**src/rtl/apb_pkg.sv**
```systemverilog
// Shared types and default sizing for the round-robin APB master.
package apb_pkg;

   typedef enum logic [1:0] {
      IDLE   = 2'b00,
      SETUP  = 2'b01,
      ACCESS = 2'b10
   } apb_state_e;

   localparam int unsigned APB_AW      = 32;
   localparam int unsigned APB_DW      = 32;
   localparam int unsigned APB_TIMEOUT = 16;

endpackage

```
**src/rtl/rr_arbiter.sv**
```systemverilog
// Combinational round-robin picker: first request strictly after last_i, wrapping.
module rr_arbiter #(
   parameter int unsigned NREQ = 4,
   parameter int unsigned IW   = $clog2(NREQ)
) (
   input  logic [NREQ-1:0] req_i,
   input  logic [IW-1:0]   last_i,
   output logic [NREQ-1:0] grant_o,
   output logic [IW-1:0]   idx_o,
   output logic            any_req_o
);

   logic          found;
   logic [IW-1:0] cidx;

   assign any_req_o = |req_i;

   always_comb begin
      found = 1'b0;
      idx_o = '0;
      cidx  = '0;
      for (int unsigned i = 1; i <= NREQ; i++) begin
         cidx = IW'((32'(last_i) + i) % NREQ);
         if (!found && req_i[cidx]) begin
            found = 1'b1;
            idx_o = cidx;
         end
      end
      grant_o = found ? (NREQ'(1) << idx_o) : '0;
   end

endmodule

```
**src/rtl/apb_rr_mst.sv**
```systemverilog
// APB master shared by NREQ requesters under round-robin arbitration,
// with an ACCESS wait-state timeout that aborts hung transfers.
module apb_rr_mst
   import apb_pkg::*;
#(
   parameter int unsigned NREQ    = 4,
   parameter int unsigned AW      = APB_AW,
   parameter int unsigned DW      = APB_DW,
   parameter int unsigned TIMEOUT = APB_TIMEOUT
) (
   input  logic             clk,
   input  logic             rst,
   input  logic [NREQ-1:0]  req_valid,
   input  logic [NREQ-1:0]  req_write,
   input  logic [NREQ*AW-1:0] req_addr,
   input  logic [NREQ*DW-1:0] req_wdata,
   output logic [NREQ-1:0]  req_ack,
   output logic [NREQ-1:0]  rsp_valid,
   output logic [DW-1:0]    rsp_rdata,
   output logic             rsp_err,
   output logic             psel,
   output logic             penable,
   output logic             pwrite,
   output logic [AW-1:0]    paddr,
   output logic [DW-1:0]    pwdata,
   input  logic             pready,
   input  logic [DW-1:0]    prdata,
   input  logic             pslverr
);

   localparam int unsigned IW = $clog2(NREQ);
   localparam int unsigned CW = $clog2(TIMEOUT);

   apb_state_e       state_q, state_d;
   logic [IW-1:0]    last_q, last_d;
   logic             pwrite_q, pwrite_d;
   logic [AW-1:0]    paddr_q, paddr_d;
   logic [DW-1:0]    pwdata_q, pwdata_d;
   logic [NREQ-1:0]  ack_q, ack_d;
   logic [NREQ-1:0]  rspv_q, rspv_d;
   logic [DW-1:0]    rdata_q, rdata_d;
   logic             err_q, err_d;
   logic [CW-1:0]    cnt_q, cnt_d;

   logic [NREQ-1:0]  win_oh;
   logic [IW-1:0]    win_idx;
   logic             any_req;
   logic             take;
   logic [NREQ-1:0]  gnt_oh;

   rr_arbiter #(
      .NREQ (NREQ),
      .IW   (IW)
   ) u_arb (
      .req_i     (req_valid),
      .last_i    (last_q),
      .grant_o   (win_oh),
      .idx_o     (win_idx),
      .any_req_o (any_req)
   );

   // The RR pointer is also the index of the requester currently on the bus.
   assign gnt_oh = NREQ'(1) << last_q;

   always_ff @(posedge clk) begin
      if (rst) begin
         state_q  <= IDLE;
         last_q   <= IW'(NREQ - 1);
         pwrite_q <= 1'b0;
         paddr_q  <= '0;
         pwdata_q <= '0;
         ack_q    <= '0;
         rspv_q   <= '0;
         rdata_q  <= '0;
         err_q    <= 1'b0;
         cnt_q    <= '0;
      end else begin
         state_q  <= state_d;
         last_q   <= last_d;
         pwrite_q <= pwrite_d;
         paddr_q  <= paddr_d;
         pwdata_q <= pwdata_d;
         ack_q    <= ack_d;
         rspv_q   <= rspv_d;
         rdata_q  <= rdata_d;
         err_q    <= err_d;
         cnt_q    <= cnt_d;
      end
   end

   always_comb begin
      state_d  = state_q;
      last_d   = last_q;
      pwrite_d = pwrite_q;
      paddr_d  = paddr_q;
      pwdata_d = pwdata_q;
      ack_d    = '0;
      rspv_d   = '0;
      rdata_d  = rdata_q;
      err_d    = err_q;
      cnt_d    = cnt_q;
      take     = 1'b0;

      case (state_q)
         IDLE: begin
            take = any_req;
         end
         SETUP: begin
            state_d = ACCESS;
            cnt_d   = '0;
         end
         ACCESS: begin
            if (pready) begin
               rspv_d = gnt_oh;
               err_d  = pslverr;
               if (!pwrite_q) begin
                  rdata_d = prdata;
               end
               if (any_req) begin
                  take = 1'b1;
               end else begin
                  state_d = IDLE;
               end
            end else if (cnt_q == CW'(TIMEOUT - 1)) begin
               rspv_d  = gnt_oh;
               err_d   = 1'b1;
               rdata_d = '0;
               state_d = IDLE;
            end else begin
               cnt_d = cnt_q + 1'b1;
            end
         end
         default: begin
            state_d = IDLE;
         end
      endcase

      if (take) begin
         state_d  = SETUP;
         last_d   = win_idx;
         pwrite_d = req_write[win_idx];
         paddr_d  = req_addr[win_idx*AW +: AW];
         pwdata_d = req_wdata[win_idx*DW +: DW];
         ack_d    = win_oh;
      end
   end

   assign psel      = (state_q != IDLE);
   assign penable   = (state_q == ACCESS);
   assign pwrite    = pwrite_q;
   assign paddr     = paddr_q;
   assign pwdata    = pwdata_q;
   assign req_ack   = ack_q;
   assign rsp_valid = rspv_q;
   assign rsp_rdata = rdata_q;
   assign rsp_err   = err_q;

endmodule

```
**config.mk**
```make
export PLATFORM = sky130hd
export DESIGN_NAME = apb_rr_mst
export DESIGN_NICKNAME = d
export VERILOG_FILES = /design/src/rtl/apb_pkg.sv /design/src/rtl/rr_arbiter.sv /design/src/rtl/apb_rr_mst.sv
export SDC_FILE = /design/constraint.sdc
export NUM_CORES = 1
export LEC_CHECK = 0
export ABC_AREA = 1
export CAP_MARGIN = 40
export CORE_AREA = 2 2 158 160
export DETAILED_ROUTE_END_ITERATION = 16
export DIE_AREA = 0 0 160 162
export GPL_TIMING_DRIVEN = 0
export PLACE_DENSITY_LB_ADDON = 0.3
export SETUP_SLACK_MARGIN = 0.1
export SYNTH_ARGS = -nofsm -noshare
export SYNTH_HDL_FRONTEND = slang
export SYNTH_HIERARCHICAL = 1
export SYNTH_SLANG_ARGS = --single-unit
```
**constraint.sdc**
```tcl
create_clock -name clk -period 3.7 [get_ports clk]
set_input_delay 0.74 -clock clk [delete_from_list [all_inputs] [get_ports clk]]
set_output_delay 0.74 -clock clk [all_outputs]
set_load 0.1 [all_outputs]
```
==> Yosys cells after proc, flatten, opt, wreduce, memory -nomap -nowiden <==
Index checks and enable logic that the tools add are counted.
{ "op_classes": {"eq_ne": 11, "n_addsub": 5, "reduce_logical": 19, "n_mux": 36, "shift": 4, "n_lt_le_gt_ge": 5, "n_bitwise": 4} }
{ "ops": {"columns": ["op", "n"], "rows": [
  ["variable part select 128 x 8 -> 32 bit", 2],
  ["two-way mux 32 bit", 3],
  ["two-way mux 4 bit", 4],
  ["< comparator 2 x 3 -> 1 bit, second input constant", 5],
  ["two-way mux 1 bit", 14],
  ["two-way mux 2 bit", 7],
  ["AND reduction 3 bit", 4],
  ["binary-select mux 1 bit (select 2 bit)", 5],
  ["inequality test 2 bit, second input constant", 4],
  ["case mux 4 bit (2 select lines)", 1],
  ["left shift 1 x 2 -> 4 bit, first input constant", 2],
  ["case mux 2 bit (3 select lines)", 1],
  ["nonzero test 2 bit", 3],
  ["adder 2 x 1 -> 2 bit, second input constant", 2],
  ["adder 2 bit, second input constant", 2],
  ["adder 4 x 1 -> 4 bit, second input constant", 1],
  ["equality test 4 bit, second input constant", 1],
  ["inequality test 4 x 1 -> 1 bit, second input constant", 1],
  ["inequality test 4 x 3 -> 1 bit, second input constant", 1],
  ["inverter 1 bit", 4],
  ["OR reduction 2 bit", 2],
  ["OR reduction 4 bit", 1],
  ["logical AND 1 bit", 3],
  ["zero test 1 bit", 3],
  ["8 further kinds", 8]
]} }
{ "word_totals": {"regBits": 114, "out_inout_bits": 108, "word_cells": 95, "input_bits": 300} }

==> Longest topological paths before layout <==
Gate-level depths: netlist (run 1).
{ "depth": {"word_depth": 15, "ltp_mapped": 19, "depth_no_buf": 15} }

==> Hierarchy <==
The synthesis (run 1) kept the hierarchy.
{ "modules_own_cells": {"columns": ["mod", "seq_area_each_um2", "area_per_inst_um2", "cells_per_inst", "instances"], "rows": [
  ["apb_rr_mst", 2282.2, 6472.5, 1051, 1],
  ["rr_arbiter", 0.0, 372.9, 69, 1]
]} }

==> Least setup slack after synthesis (run 1) <==
OpenSTA, ideal clock, no wires.
{ "synth_path": {"path_kind": "in2reg", "start": "input req_valid[3]", "end": "register paddr_q[25] (netlist: paddr[25])", "slack_ns": 1.516, "stages": 15, "setup_time_ns": 0.118, "t_required_ns": 3.582, "path_buffers": 3, "arrival_time_ns": 2.066, "cell_sequence": "nand2_1 -> nand2_1 -> nand2_1 -> nand2_2 -> nor2_8 -> nand2_2 -> nand3_2 -> inv_1 -> buf_2 -> buf_4 -> buf_4 -> nand2_1 -> nand3_1 -> nand2_1 -> o21ai_2"} }
{ "synth_via": {"word_cells_on_any_way": 26, "cone_classes": "shift: 1; mux: 18; reduce/logical: 7"} }
{ "synth_lines": {"columns": ["item", "line", "text"], "rows": [
  ["start, declared", "apb_rr_mst.sv:13", "input logic [NREQ-1:0] req_valid,"],
  ["OR reduction 4 bit (*)", "rr_arbiter.sv:16", "assign any_req_o = |req_i;"],
  ["named net any_req", "apb_rr_mst.sv:47", "logic any_req;"],
  ["two-way mux 1 bit", "apb_rr_mst.sv:119", "if (any_req) begin"],
  ["two-way mux 1 bit", "apb_rr_mst.sv:113", "if (pready) begin"],
  ["case mux 1 bit (2 select lines) (*)", "apb_rr_mst.sv:104", "case (state_q)"],
  ["end signal, assigned", "apb_rr_mst.sv:81", "paddr_q <= paddr_d;"],
  ["end, declared", "apb_rr_mst.sv:37", "logic [AW-1:0] paddr_q, paddr_d;"]
]} }
Mark *: on every way through the listed nets, which the timed path passes. The rest lies on a longest branch. The select of a mux whose other input is x is not followed.
A chain may end at the register's enable or synchronous reset.

==> Worst setup path after layout (run 1) <==
{ "layout_path": {"start": "input req_valid[1]", "end": "register paddr_q[16] (netlist: paddr[16])"} }
Same word-level chain as after synthesis.

==> results of run 1 <==
Yosys cell counts (3+ instances only):
cell | n | area (um2)
sky130_fd_sc_hd__a21oi_1 | 5 | 25.0
sky130_fd_sc_hd__buf_2 | 29 | 145
sky130_fd_sc_hd__buf_4 | 12 | 90.1
sky130_fd_sc_hd__buf_6 | 22 | 248
sky130_fd_sc_hd__clkbuf_1 | 8 | 30.0
sky130_fd_sc_hd__dfxtp_1 | 114 | 2280
sky130_fd_sc_hd__ha_1 | 4 | 50.1
sky130_fd_sc_hd__inv_1 | 56 | 210
sky130_fd_sc_hd__inv_2 | 5 | 18.8
sky130_fd_sc_hd__nand2_1 | 563 | 2110
sky130_fd_sc_hd__nand2_2 | 17 | 106
sky130_fd_sc_hd__nand2_4 | 5 | 56.3
sky130_fd_sc_hd__nand3_1 | 142 | 711
sky130_fd_sc_hd__nand3_2 | 3 | 30.0
sky130_fd_sc_hd__nand4_1 | 7 | 43.8
sky130_fd_sc_hd__nor2_1 | 51 | 191
sky130_fd_sc_hd__o21ai_1 | 55 | 275
sky130_fd_sc_hd__o21ai_2 | 10 | 87.6
cells by family after synthesis:
logic type               count (synthesis)
buffers and inverters                  137
adder cells (fa/ha/maj)                  4
AND/OR/NAND/NOR                        794
AO/OA/AOI/OAI                           71
flip-flops                             114
metal layers:
layer  part of all wire  vias to the layer above  GRT usage
met1               0.39                     4094      0.274
met2               0.52                      401      0.453
met5                  0                        -          0
met4              0.034                        0     0.0885
li1                   -                     4554          -
met3              0.063                       68     0.0506
area by class of cell:
cell class	count	area, um2
plain buffers	74	536
clock inverters	10	148
multi-input cells	869	3790
well taps	324	405
clock buffers	22	494
flip-flops and latches	114	2280
fillers	2065	9610
inverters	63	241
diodes	1	2.50
repair buffers	513	6600
worst register-to-register path, stage by stage, from the launching register on:
cell and delay, ps:
sky130_fd_sc_hd__dfxtp_1 510, sky130_fd_sc_hd__nand2_1 160, sky130_fd_sc_hd__nand2_4 120, sky130_fd_sc_hd__nand2_2 70, sky130_fd_sc_hd__nand2_2 90, sky130_fd_sc_hd__nor2_1 50
sky130_fd_sc_hd__nand2_2 130, sky130_fd_sc_hd__nand3_2 120, sky130_fd_sc_hd__inv_1 60, sky130_fd_sc_hd__buf_2 220, sky130_fd_sc_hd__clkbuf_1 450, sky130_fd_sc_hd__nand2_1 110
sky130_fd_sc_hd__nand3_1 110, sky130_fd_sc_hd__nand2_1 90, sky130_fd_sc_hd__o21ai_1 120
power breakdown:
part           total (mW)  internal (mW)  leakage [nW]  switching, mW
registers            1.74           1.57         0.934          0.173
logic                10.2           3.93          5.15           6.29
clock network        1.76           1.15         0.305          0.605
placed cells by master (no fill, tap or decap), types with 10 or more instances in the layout:
cell and n:
sky130_fd_sc_hd__buf_2 29, sky130_fd_sc_hd__buf_16 74, sky130_fd_sc_hd__clkbuf_16 17, sky130_fd_sc_hd__dfxtp_1 114, sky130_fd_sc_hd__nand2_2 17, sky130_fd_sc_hd__nand3_1 142
sky130_fd_sc_hd__buf_6 22, sky130_fd_sc_hd__o21ai_2 10, sky130_fd_sc_hd__clkdlybuf4s50_1 405, sky130_fd_sc_hd__o21ai_1 55, sky130_fd_sc_hd__buf_8 35, sky130_fd_sc_hd__inv_1 56
sky130_fd_sc_hd__buf_4 12, sky130_fd_sc_hd__nand2_1 563, sky130_fd_sc_hd__nor2_1 51
flip-flops by register name, summed over array words and instances, names as in the netlist:
signal     flops
paddr         32
pwdata        32
rsp_rdata     32
cnt_q          4
req_ack        4
rsp_valid      4
last_q         2
state_q        2
pwrite         1
rsp_err        1
final timing paths:
kind / startpoint / to / slack (ps) / depth (start not counted)
max: req_valid[1] / paddr[16]$_SDFFE_PP0P_ / 960 / 15
min: paddr[6]$_SDFFE_PP0P_ / paddr[6]$_SDFFE_PP0P_ / 450 / 2
max reg2reg: last_q[1]$_SDFFE_PP1P_ / paddr[16]$_SDFFE_PP0P_ / 1220 / 14
min reg2reg: paddr[6]$_SDFFE_PP0P_ / paddr[6]$_SDFFE_PP0P_ / 450 / 2
metrics by stage:
stage | cell area (um2) | util | worst slack, ps
final | 14500 | 0.601 | 959
after global routing | 14500 | 0.601 | 717
after CTS | 14500 | 0.601 | 966
after detailed placement | 13900 | 0.575 | 531
after global placement | 11300 | 0.469 | 584
after floorplan | 6850 | - | 1520
==> implementation parameters, run 1 <==
Parameter                              Value

Run status
  Outcome    finished, final reports clean

Die
  Initial core utilization    0.284
  Total number of placement rows    57
  Io pins    408
  Die outline area    25900 um2
  Die Span X    160 um
  Core outline area    24100 um2
  Height of the die    162 um

Final layout
  Area growth from synthesis to layout    112%
  Share of final-layout standard cells stronger than drive strength 1    0.150
  Final Instance Count excl. Fillers    1990
  Final net count    1956

Synthesis
  Number of flops mapped to enable cells by yosys    0
  Post-synthesis cell area    6850 um2
  Unique masters post-synth    26
  Main combinational cell family by area after synthesis    simple AND/OR/NAND/NOR gates
  Compound-cell area share of the yosys netlist    0.0578
  Mean instance size in the synthesized netlist    6.11 um2
  Mux cell area share after synthesis    0
  Most frequently used flop master after synthesis    sky130_fd_sc_hd__dfxtp_1
  Warnings, synthesis    6
  Post-synthesis net count    1424
  Cell count after synthesis    1120
  Xor/xnor cell area share of the yosys netlist    0
  Synth Area in Adders    0.00731
  Synthesized-area fraction occupied by and/or/nand/nor cells    0.488
  Post-synthesis sequential area ratio    0.333
  Share of flip-flops with an asynchronous set or reset    0
  Post-synthesis sequential element count    114

Routing
  Initial detailed-routing violation count    545
  Count of nets left with antenna violations after detail routing    0
  Total via count after detailed routing    9117
  Routed WL per cell    16.1 um
  WL final    32100 um
  Per-cell via count in the routed design    4.58
  First drt pass iteration count    5
  DRC violations left    0

Clock tree
  TritonCTS clock tree    yes
  Count of cells resized by post-cts repair    0
  Clock sink count    114
  Clock buffer depth    2
  Total clock buffers created by CTS    17
  Cell chosen for the clock root    sky130_fd_sc_hd__clkbuf_16
  Maximum level of the CTS H-tree    4
  Hold-fix buffer count after cts    0
  Clk Latency, worst-skew pair    410 ps
  Number of buffers inserted to repair setup after CTS    0
  Clock slew at reported path FFs    60 ps

Timing
  Number of pins exceeding their max-slew limit in the final report    0
  Setup Viol. Count Final    0
  Smallest hold slack    452 ps
  Worst Clk Skew    12.4 ps
  Hold Vio Cnt, Final    0
  Worst-Margin Slew    522 ps
  Max transition margin    0.652
  RSZ-0062 raised after global routing    no
  Highest Clock Rate    365 MHz
  Final sum of negative setup slack    0 ps
  Minimum period implied by the final worst setup slack    2740 ps
  Final period util    0.741

Power
  Leakage power summed over all cells    6.39 nW
  Power density cells    947 nW/um2
  Tot Pwr    13.7 mW
  Peak supply drop    0.000695 V

GRT
  Largest net degree at the start of global routing    17
  Global routing usage summed across all routing layers    0.243
  Total congestion overflow    0
  Global-route wire length before repair    49400 um
  Via count of the first global-routing pass    9140
  Antenna violations before repair    1

Place
  Count of placed standard cells including taps    1957
  Routability cong.    0.921
  Total of buffers placed on input and output ports    405
  Dpl hpwl    26200 um

Critical path
  Sort of element at the end of the critical path    flip-flop
  Required time of the critical path    4050 ps
  CP peak stage delay    490 ps
  Critical path class    input port to flip-flop
  Worst path most repeated cell    sky130_fd_sc_hd__nand2_1
  Critical Path Slowest Stage Cell    sky130_fd_sc_hd__clkdlybuf4s50_1
  Max Fanout on Critical Path    10
  Number of buffer and inverter instances along the worst setup path    4
  Ordered cell list for the critical path    clkdlybuf4s50_1 > nand2_1 > nand2_2 > nand2_1 > nand2_2 > nor2_8 > nand2_2 > nand3_2 > inv_1 > buf_2 > clkbuf_1 > nand2_1 > nand3_1 > nand2_1 > o21ai_1
  Arrival time at the worst endpoint    3090 ps
  Top delay family on crit path    buffers and inverters
  Element type at the critical path start    input port

Job
  Max-capacitance violation count    0

Min path
  Worst hold path class    flip-flop to flip-flop
Note: power is estimated with default switching activity, not from simulation.
==> run 2: changes to the inputs <==
--- a/config.mk
+++ b/config.mk
@@ -7,9 +7,9 @@
 export LEC_CHECK = 0
 export ABC_AREA = 1
 export CAP_MARGIN = 40
-export CORE_AREA = 2 2 158 160
+export CORE_AREA = 2 2 156 158
 export DETAILED_ROUTE_END_ITERATION = 16
-export DIE_AREA = 0 0 160 162
+export DIE_AREA = 0 0 158 160
 export GPL_TIMING_DRIVEN = 0
 export PLACE_DENSITY_LB_ADDON = 0.3
 export SETUP_SLACK_MARGIN = 0.1
==> constraint.sdc (replaced) <==
create_clock -name clk -period 2.2 [get_ports clk]
set_input_delay 0.44 -clock clk [delete_from_list [all_inputs] [get_ports clk]]
set_output_delay 0.44 -clock clk [all_outputs]
set_load 0.1 [all_outputs]
==> run 2 against run 1 <==
Net effect: the run now ends with setup timing left; hold slack worse by 140 ps; power up 120%; register-to-register slack worse by 1300 ps; global-route usage up 3.4 points; final cell count up 2.1%; final area up 16%; wire length up 20%; sequential cell count unchanged; critical endpoint is now paddr[14]$_SDFFE_PP0P_; largest power group unchanged.
==> implementation parameters, run 2 (synthesis results as in run 1) <==
Parameter                              Value

Run status
  Outcome    complete, but fails checks
  Violations in the final reports    setup timing

Final layout
  Post-layout utilization of the core    0.704 (+0.102)
  Number of antenna diodes    0 (-1)
  Commonest cells after routing, fill and taps aside    sky130_fd_sc_hd__clkdlybuf4s50_1, sky130_fd_sc_hd__nand2_1, sky130_fd_sc_hd__nand2_2
  Share of final-layout standard cells stronger than drive strength 1    0.339 (+0.189)
  Post-route cell area    16800 um2 (+16%)
  Final net count    1999 (+2.2%)
  Area growth from synthesis to layout    145%
  Most frequent standard cell in the layout excluding fill and tap cells    sky130_fd_sc_hd__clkdlybuf4s50_1

Clock tree
  Cell chosen for the clock root    sky130_fd_sc_hd__clkbuf_16
  TritonCTS clock tree    yes
  Clock buffer depth    2 (unchanged)
  Total clock buffers created by CTS    17 (unchanged)
  Maximum level of the CTS H-tree    4 (unchanged)
  Clk Latency, worst-skew pair    420 ps (about the same)
  Hold-fix buffer count after cts    0 (unchanged)
  Clock sink count    114 (unchanged)
  Clock slew at reported path FFs    60 ps (about the same)

Routing
  Initial detailed-routing violation count    546 (+0.18%)
  Total via count after detailed routing    9971 (+9.4%)
  Count of nets left with antenna violations after detail routing    0 (unchanged)
  Per-cell via count in the routed design    4.91 (+7.1%)
  Routed WL per cell    19.0 um (+18%)
  First drt pass iteration count    7 (+2)
  WL final    38600 um (+20%)
  DRC violations left    0 (unchanged)

GRT
  Total congestion overflow    0 (unchanged)
  Global routing usage summed across all routing layers    0.278 (+0.0343)
  Largest net degree at the start of global routing    17 (unchanged)
  Global-route wire length before repair    53800 um (+9.1%)
  Antenna violations before repair    1 (unchanged)
  Via count of the first global-routing pass    10.1k (+10%)

Timing
  Max transition margin    0.707 (+0.0546)
  Setup Viol. Count Final    38 (+38)
  Worst Clk Skew    8.40 ps (-3.99 ps)
  RSZ-0062 raised after global routing    yes
  Final sum of negative setup slack    -1030 ps (-1030 ps)
  Highest Clock Rate    438 MHz
  Minimum period implied by the final worst setup slack    2280 ps
  Final period util    1.04
  Hold Vio Cnt, Final    0 (unchanged)
  Worst Setup Slack, final    -83.9 ps (-1040 ps)
  Worst-Margin Slew    440 ps (-82.0 ps)
  Number of pins exceeding their max-slew limit in the final report    0 (unchanged)

Power
  Power density cells    1830 nW/um2 (+94%)
  Tot Pwr    30.7 mW (+120%)
  Peak supply drop    0.00130 V (+88%)
  Leakage power summed over all cells    7.41 nW (+16%)

Critical path
  Sort of element at the end of the critical path    flip-flop
  Number of buffer and inverter instances along the worst setup path    7 (+3)
  Arrival time at the worst endpoint    2620 ps (-470 ps)
  CP peak stage delay    370 ps (-120 ps)
  Max Fanout on Critical Path    7 (-3)
  Top delay family on crit path    buffers and inverters
  Element type at the critical path start    flip-flop
  Critical path class    flip-flop to flip-flop
  Worst path most repeated cell    sky130_fd_sc_hd__nand2_4
  Critical Path Slowest Stage Cell    sky130_fd_sc_hd__dfxtp_4
  Ordered cell list for the critical path    buf_8 > clkinv_8 > nand2_2 > nand2_4 > nand2_4 > nand2_4 > nand2_4 > nand2_4 > nand2_4 > nand3_4 > inv_2 > buf_12 > buf_8 > buf_12 > clkbuf_16 > nand2_4 > nand3_2 > nand2_1 > o21ai_1
  Required time of the critical path    2540 ps (-1510 ps)

Place
  Total cell area at the placement stage    13800 um2 (about the same)
  Total of buffers placed on input and output ports    405 (unchanged)
  Pre-CTS worst setup slack    -648 ps (-1180 ps)
  Routability cong.    0.910 (-1.2%)
  Dpl hpwl    25800 um (-1.7%)

Die
  Initial core utilization    0.287 (+0.00340)
  Die Span X    158 um (-1.3%)
  Height of the die    160 um (-1.2%)
  Core outline area    23800 um2 (-1.2%)
  Total number of placement rows    57 (unchanged)
  Die outline area    25300 um2 (-2.5%)
  Io pins    408 (unchanged)

Job
  Max-capacitance violation count    0 (unchanged)

Min path
  Worst hold path class    input port to flip-flop
[run 2: cell count changes in the layout (fill, tap and decap cells not counted), sizes merged, moves of 4 or more]
cell	change
clkdlybuf4s50	-7
clkbuf	+5
dlymetal6s2s	+4
inv	+6
buf	+35
[run 2: final timing paths]
kind                          startpoint                        end  slack, ps  depth (start not counted)
hold / removal                       rst  rsp_rdata[0]$_SDFFE_PP0P_        320                          2
hold reg to reg    paddr[5]$_SDFFE_PP0P_      paddr[5]$_SDFFE_PP0P_        460                          2
setup reg to reg  last_q[0]$_SDFFE_PP1P_     paddr[14]$_SDFFE_PP0P_        -80                         19
setup / recovery  last_q[0]$_SDFFE_PP1P_     paddr[14]$_SDFFE_PP0P_        -80                         19
[run 2: final cells by class]
cell class	instances	area, um2
well taps	324	405
clock buffers	17	425
repair buffers	560	7360
plain buffers	70	763
inverters	63	269
flip-flops and latches	114	2290
fillers	1603	7060
clock inverters	15	146
multi-input cells	869	5100
[run 2: repair_timing]
item,4_1_cts,5_1_grt
resized for setup,226,256
setup buffers,20,13
cloned,18,9
pin swaps,69,136
endpoints found under the setup margin,74,75
[run 2: per-layer routing]
metal,vias up,GRT usage,wire [um]
li1,4664,-,-
met1,4667,0.306,14200
met2,510,0.512,20200
met3,128,0.0505,2430
met4,2,0.122,1720
met5,-,0,17
[run 2: stage by stage]
step	hold WS [ps]	instances
finish	315	2032
global route	321	2032
CTS	299	2023
detailed placement	445	1957
global placement	441	1849
floorplan	460	1120
[run 2: where the power goes]
part	leakage, nW	switching [mW]	internal (mW)
combinational	6.21	14.2	10.9
clock	0.265	1.16	1.58
sequential	0.934	0.317	2.64
